$ cat src/rtl/branch_resolve_unit.sv
// Branch resolution and fetch PC ownership: decodes ALU flags for branch
// opcodes, redirects the PC on taken branches and squashes younger work.
module branch_resolve_unit #(
  parameter logic [15:0] RESET_PC     = 16'h0000,
  parameter logic [15:0] PC_STEP      = 16'd2,
  parameter int          FLUSH_CYCLES = 2
) (
  input  logic        clk,
  input  logic        reset,
  input  logic [3:0]  inst_id,
  input  logic [15:0] alu_out,
  input  logic        alu_zero,
  input  logic        alu_pos,
  input  logic        alu_valid,
  input  logic [15:0] br_pc,
  input  logic [15:0] imm,
  input  logic        stall,
  output logic [15:0] pc,
  output logic        redirect,
  output logic        flush,
  output logic        zero_q,
  output logic        pos_q,
  output logic [15:0] taken_cnt,
  output logic        state_dbg
);

  typedef enum logic {ST_IDLE = 1'b0, ST_FLUSH = 1'b1} state_t;

  localparam logic [3:0] OP_BEQ = 4'b1100;
  localparam logic [3:0] OP_BNE = 4'b1101;
  localparam logic [3:0] OP_BGT = 4'b1110;
  localparam logic [3:0] OP_JR  = 4'b1111;
  localparam logic [3:0] FLUSH_INIT = 4'(FLUSH_CYCLES - 1);

  state_t      state, state_n;
  logic [3:0]  cnt, cnt_n;
  logic [15:0] pc_n, taken_cnt_n, target;
  logic        redirect_n, flush_n, zero_n, pos_n;
  logic        cond_met, br_taken;

  // Handshake: alu_valid qualifies inst_id and the flags for one cycle; there
  // is no back-pressure, and anything presented during FLUSH is dropped.
  always_ff @(posedge clk or negedge reset) begin
    if (!reset) begin
      state     <= ST_IDLE;
      cnt       <= 4'd0;
      pc        <= RESET_PC;
      redirect  <= 1'b0;
      flush     <= 1'b0;
      zero_q    <= 1'b0;
      pos_q     <= 1'b0;
      taken_cnt <= 16'd0;
    end else begin
      state     <= state_n;
      cnt       <= cnt_n;
      pc        <= pc_n;
      redirect  <= redirect_n;
      flush     <= flush_n;
      zero_q    <= zero_n;
      pos_q     <= pos_n;
      taken_cnt <= taken_cnt_n;
    end
  end

  always_comb begin
    cond_met = 1'b0;
    target   = br_pc + imm;
    case (inst_id)
      OP_BEQ:  cond_met = alu_zero;
      OP_BNE:  cond_met = ~alu_zero;
      OP_BGT:  cond_met = alu_pos & ~alu_zero;
      OP_JR:   begin
        cond_met = 1'b1;
        target   = alu_out;
      end
      default: cond_met = 1'b0;
    endcase
    br_taken = alu_valid && (state == ST_IDLE) && cond_met;
  end

  always_comb begin
    state_n     = state;
    cnt_n       = cnt;
    pc_n        = pc;
    redirect_n  = 1'b0;
    flush_n     = flush;
    zero_n      = zero_q;
    pos_n       = pos_q;
    taken_cnt_n = taken_cnt;
    case (state)
      ST_IDLE: begin
        if (alu_valid) begin
          zero_n = alu_zero;
          pos_n  = alu_pos;
        end
        // A taken branch redirects even while stalled.
        if (br_taken) begin
          pc_n        = target;
          redirect_n  = 1'b1;
          flush_n     = 1'b1;
          cnt_n       = FLUSH_INIT;
          state_n     = ST_FLUSH;
          taken_cnt_n = taken_cnt + 16'd1;
        end else if (!stall) begin
          pc_n = pc + PC_STEP;
        end
      end
      ST_FLUSH: begin
        if (!stall) begin
          pc_n = pc + PC_STEP;
          if (cnt == 4'd0) begin
            state_n = ST_IDLE;
            flush_n = 1'b0;
          end else begin
            cnt_n = cnt - 4'd1;
          end
        end
      end
      default: state_n = ST_IDLE;
    endcase
  end

  always_comb begin
    state_dbg = state;
  end

endmodule

$ cat config.mk
export PLATFORM = sky130hd
export DESIGN_NAME = branch_resolve_unit
export DESIGN_NICKNAME = d
export VERILOG_FILES = /design/src/rtl/branch_resolve_unit.sv
export SDC_FILE = /design/constraint.sdc
export NUM_CORES = 1
export LEC_CHECK = 0
export ABC_AREA = 0
export CAP_MARGIN = 10
export CORE_MARGIN = 3
export CORE_UTILIZATION = 40
export DETAILED_ROUTE_END_ITERATION = 12
export PLACE_DENSITY = 0.83
export SLEW_MARGIN = 0
export SYNTH_ARGS = -nofsm -noshare
export SYNTH_HDL_FRONTEND = slang
export SYNTH_SLANG_ARGS = --single-unit
$ cat constraint.sdc
create_clock -name clk -period 1.51 [get_ports clk]
set_input_delay 0.302 -clock clk [delete_from_list [all_inputs] [get_ports clk]]
set_output_delay 0.302 -clock clk [all_outputs]
set_load 0.01 [all_outputs]
==> Word level (Yosys, flattened, before mapping) <==
Cells that the tools add are included.
{ "word_totals": {"elab_cells": 48, "in_bits": 58, "out_inout_bits": 37, "regBits": 41} }
{ "op_classes": {"reduce_logical": 7, "muxes": 18, "n_eq_ne": 8, "n_bitwise": 3, "addsub": 4} }
{ "ops": {"columns": ["op", "count"], "rows": [
  ["$mux W16", 3],
  ["$pmux W16 S2", 1],
  ["$add A16 B1 Y16 const B", 1],
  ["$add A16 B16 Y16", 1],
  ["$add A16 B2 Y16 const B", 1],
  ["$eq A4 B4 Y1 const B", 4],
  ["$mux W4", 3],
  ["$pmux W4 S2", 1],
  ["$mux W1", 7],
  ["$ne A2 B2 Y1 const B", 3],
  ["$reduce_and A3 Y1", 2],
  ["$logic_not A4 Y1", 1],
  ["$pmux W1 S2", 2],
  ["$pmux W1 S4", 1],
  ["$reduce_and A2 Y1", 2],
  ["$sub A4 B1 Y4 const B", 1],
  ["$logic_and A1 B1 Y1", 2],
  ["$ne A2 B1 Y1 const B", 1],
  ["$not A1 Y1", 2],
  ["$and A1 B1 Y1", 1]
]} }

==> Depth between registers and ports, before layout <==
{ "logic_depth": {"word_depth": 6, "mapped_depth": 8, "depth_no_buf": 8} }

==> Worst setup path before layout <==
No wires, ideal clock.
{ "synth_path": {"path_kind": "input-to-reg", "start": "input br_pc[0]", "end": "register pc[12]", "required_ps": 1416, "setup_slack_ps": -588, "stages": 8, "setup_time_ps": 94, "n_path_buf": 0, "arrival_ps": 2004, "path_cell_list": "ha_1 fa_1 a21o_1 a31oi_1 o21ai_0 a21oi_1 xor2_1 a211oi_1"} }
{ "synth_between": {"elab_chain_cells": 4} }
{ "synth_lines": {"columns": ["item", "line", "source"], "rows": [
  ["start, declared", "15", "input logic [15:0] br_pc,"],
  ["$add A16 B16 Y16", "67", "target = br_pc + imm;"],
  ["$mux W16", "68", "case (inst_id)"],
  ["$mux W16", "97", "if (br_taken) begin"],
  ["$pmux W16 S2", "90", "case (state)"],
  ["net pc_n[12]", "37", "logic [15:0] pc_n, taken_cnt_n, target;"],
  ["end signal, assigned", "56", "pc <= pc_n;"],
  ["end, declared", "18", "output logic [15:0] pc,"]
]} }
The timed path passes the listed nets, and every way through them passes these cells.
A chain may end at the register's enable or synchronous reset.

==> Worst setup path in the final report <==
{ "layout_path": {"start": "register pc[2]", "end": "register pc[7]"} }
{ "layout_between": {"elab_chain_cells": 4} }
{ "layout_lines": {"columns": ["item", "line"], "rows": [
  ["$add A16 B2 Y16 *", "105, 110"],
  ["$mux W16 *", "104, 109"],
  ["$mux W16", "97"],
  ["$pmux W16 S2 *", "90"],
  ["net pc_n[7]", "37"]
]} }
Mark *: on every way through the listed nets, which the timed path passes. The rest lies on a longest branch.

==> impl_metrics.tcl <==
set metrics [dict create \
    tritoncts "yes" \
    ant_nets 0 \
    grt_usage_pct 26.37 \
    max_freq_ghz 0.5267 \
    clkTransAtPathRegs_ns 0.08 \
    antennaDiodeCount 0 \
    fillCellCount 332 \
    violations "setup timing" \
    internal_power_mw 3.579 \
    finalClockSkew_ns 0.008422 \
    grt.overflow.total 0 \
    cp-start-kind "register" \
    fin_crit_ns 1.899 \
    dieArea_sq_um 7943 \
    clk_latency_ns 0.30 \
    synth_warnings 0 \
    status "finished with violations" \
    grt_max_degree 20 \
    netlist_area_sq_um 2764 \
    max_slew_margin_pct 69.42 \
    rsz0062_at_grt "true" \
    critPathCaptureType "register" \
    regArea_sq_um 1030 \
    finalPower_mw 5.947 \
    path_max_fanout 4 \
    maxSlewViolCount 0 \
    grt_pass1_vias 3469 \
    core.rowCount 29 \
    p_seq_share_pct 30.0 \
    async_flop_share_pct 100.0 \
    ys_seq_area_share_pct 37.12 \
    hold_viol 0 \
    critPathMaxStageDelay_ns 0.42 \
    syn-num-nets 385 \
    numCtsBuffers 5 \
    drive_gt1_share_pct 48.34 \
    routabilityCongestion 0.8129 \
    dp_hpwl_um 6667 \
    tns_ns -7.257 \
    first_iter_violations 178 \
    die-width_um 89.13 \
    area_growth_pct 95.16 \
    vias 3440 \
    setup_violations 38 \
    path_buf_inv 3 \
    wl_um 12010 \
    cp.required_ns 1.72 \
    port_buffers 94 \
    core_sq_um 6531 \
    synth_ff_type "dfrtp_1" \
    cap_violations 0 \
    postSynthAreaPerCell_sq_um 9.003 \
    drtPass1Iterations 5 \
    stdcell_area_sq_um 5394 \
    placed_cell_area_sq_um 4514 \
    combPwrFrac_pct 57.7 \
    power.density_nw_per_um2 1103 \
    h-tree-depth 2 \
    switching_share_pct 39.83 \
    synth-edff-count 0 \
    post_drt_wl_per_cell_um 20.35 \
    clk_path_buf_depth 2 \
    worstPathCellList "ha_2 > nand3b_1 > buf_4 > buf_6 > nor2_4 > buf_6 > xor2_2 > nor2_2 > a211oi_2" \
    hold_class "in -> reg" \
    synth_cells 307 \
    p_leak_nw 2.562 \
    p_clk_share_pct 12.4 \
    setup_slack_ns -0.3887 \
    slowest_stage "dfrtp_1" \
    drc 0 \
    clock_sinks 41 \
    fin_crit_sh_pct 125.7 \
    viasPerCell 5.831 \
    grt_pass1_wl_um 16420 \
    die_height_um 89.13 \
    tightestPinTransition_ns 0.4567 \
    ios 95 \
    switching_power_mw 2.369 \
    crit_type "reg -> reg" \
    antenna_found_initial 0 \
    critical_path_arrival_ns 2.11 \
    crit_top_cell "buf_6" \
    start_util_pct 42.32 \
    yosys_register_bits 41 \
    cts_root_buf "clkbuf_8" \
    irDropWorstVdd_mv 0.5167 \
    crit_family "buffers and inverters" \
    fin_nets 591 \
    synth_cell_types 43 \
    multi_input_area_sq_um 2307 \
]
-- flip-flops by register name, indices dropped and copies added, names as in the netlist --
register	count
redirect	1
flush	1
pc	16
zero_q	1
taken_cnt	16
cnt	4
pos_q	1
state_dbg	1
-- worst reg2reg max path: cells and delay by family, from the launching register on --
family,cells,cell delay (ns)
buffers and inverters,3,0.44
adder cells (fa/ha/maj),1,0.20
AO/OA/AOI/OAI,1,0.17
XOR/XNOR,1,0.23
AND/OR/NAND/NOR,3,0.35
flip-flops,1,0.42
-- stage by stage --
| stage | util, % | instances | hold WS, ns | setup WS [ns] |
|---|---|---|---|---|
| CTS | 77.53 | 579 | 0.4065 | -0.2341 |
| floorplan | - | 307 | 0.006409 | -0.3072 |
| detailed placement | 69.12 | 544 | 0.2528 | -0.9081 |
| global placement | 69.12 | 544 | 0.2525 | -0.8374 |
| global route | 82.59 | 590 | 0.4137 | -0.4572 |
| finish | 82.59 | 590 | 0.3855 | -0.3887 |
-- cell families (layout without fill, tap and decap cells) --
family                   Yosys count  count (layout)  share of synthesized area [%]
flip-flops                        41              41                          37.12
AO/OA/AOI/OAI                     64              64                          14.53
adder cells (fa/ha/maj)           20              20                          9.326
multiplexers                       2               2                         0.7696
XOR/XNOR                          43              43                          13.63
AND/OR/NAND/NOR                  120             120                          21.73
buffers and inverters             17             223                          2.897
-- layer usage --
metal	track usage, %	vias to the layer above	routed length [um]
met2	48.16	214	6187
li1	-	1520	-
met5	0	-	0
met1	30.00	1644	4458
met4	12.58	0	666
met3	3.687	62	693
-- cell usage after synthesis, types with 2 or more instances --
master / number / area [sq um]
or3_1: 2 / 12.51
nor3_1: 14 / 70.07
nor4_1: 2 / 12.51
clkbuf_1: 6 / 22.52
dfrtp_1: 41 / 1026
nand4b_1: 2 / 17.52
a21o_1: 2 / 15.01
xnor2_1: 25 / 219.0
nand4_1: 9 / 56.30
a221o_1: 2 / 20.02
inv_1: 7 / 26.28
and4_1: 4 / 35.03
o21ai_0: 20 / 100.1
buf_6: 2 / 22.52
nand3_1: 15 / 75.07
nand2b_1: 2 / 12.51
o211ai_1: 4 / 30.03
ha_1: 19 / 237.7
a221oi_1: 2 / 17.52
nand2_1: 37 / 138.9
nand3b_1: 2 / 15.01
a21oi_1: 15 / 75.07
nor2_1: 18 / 67.56
a211oi_1: 5 / 37.54
xor2_1: 18 / 157.7
a31oi_1: 5 / 31.28
and3_1: 8 / 50.05
a22oi_1: 4 / 30.03
-- cell type report --
type | instances | share of cell area (%)
Multi-Input combinational cell | 249 | 42.77
Timing Repair Buffer | 208 | 34.15
Sequential cell | 41 | 19.09
Tap cell | 77 | 1.786
Clock buffer | 7 | 1.601
Inverter | 8 | 0.6031
-- power groups by stage --
stage / registers, mW / clock network, mW / logic [mW]
2_1_floorplan: 1.94 / 0 / 1.02
4_1_cts: 1.71 / 0.730 / 2.97
6_report: 1.78 / 0.735 / 3.43
3_3_place_gp: 1.73 / 0 / 2.65
3_5_place_dp: 1.76 / 0 / 2.75
5_1_grt: 1.81 / 0.777 / 3.63
-- repair_timing --
item	CTS	global route
buffers inserted	24	12
resized for setup	197	70
hold buffers	1	0
endpoints found under the setup margin	71	42
pin swaps	78	40
endpoints found under the hold margin	17	0
gates cloned	3	0
-- path summary, 6_finish.rpt --
path                       slack (ns)  cells after the start             to           from
hold reg to reg                  0.47                      1  taken_cnt[15]  taken_cnt[15]
setup / recovery                -0.39                      9          pc[7]          pc[2]
hold / removal                   0.39                      4         zero_q       alu_zero
setup reg to reg                -0.39                      9          pc[7]          pc[2]
min in group asynchronous        0.46                      2  taken_cnt[12]          reset
max in group asynchronous        0.49                      3         cnt[3]          reset
-- placed cells by master, fill, tap and decap left out, drive strengths merged, types with 8 or more instances in the layout --
cell type / synthesis / layout
a21oi: 15 / 15
xnor2: 25 / 25
o21ai: 20 / 20
ha: 19 / 19
buf: 3 / 133
xor2: 18 / 18
and3: 8 / 8
clkbuf: 6 / 10
dfrtp: 41 / 41
dlygate4sd2: 0 / 33
inv: 8 / 8
nand2: 38 / 38
nor3: 15 / 15
nand4: 9 / 9
nor2: 18 / 18
dlymetal6s2s: 0 / 10
clkdlybuf4s50: 0 / 22
nand3: 15 / 15
Note: power is estimated with default switching activity, not from simulation.
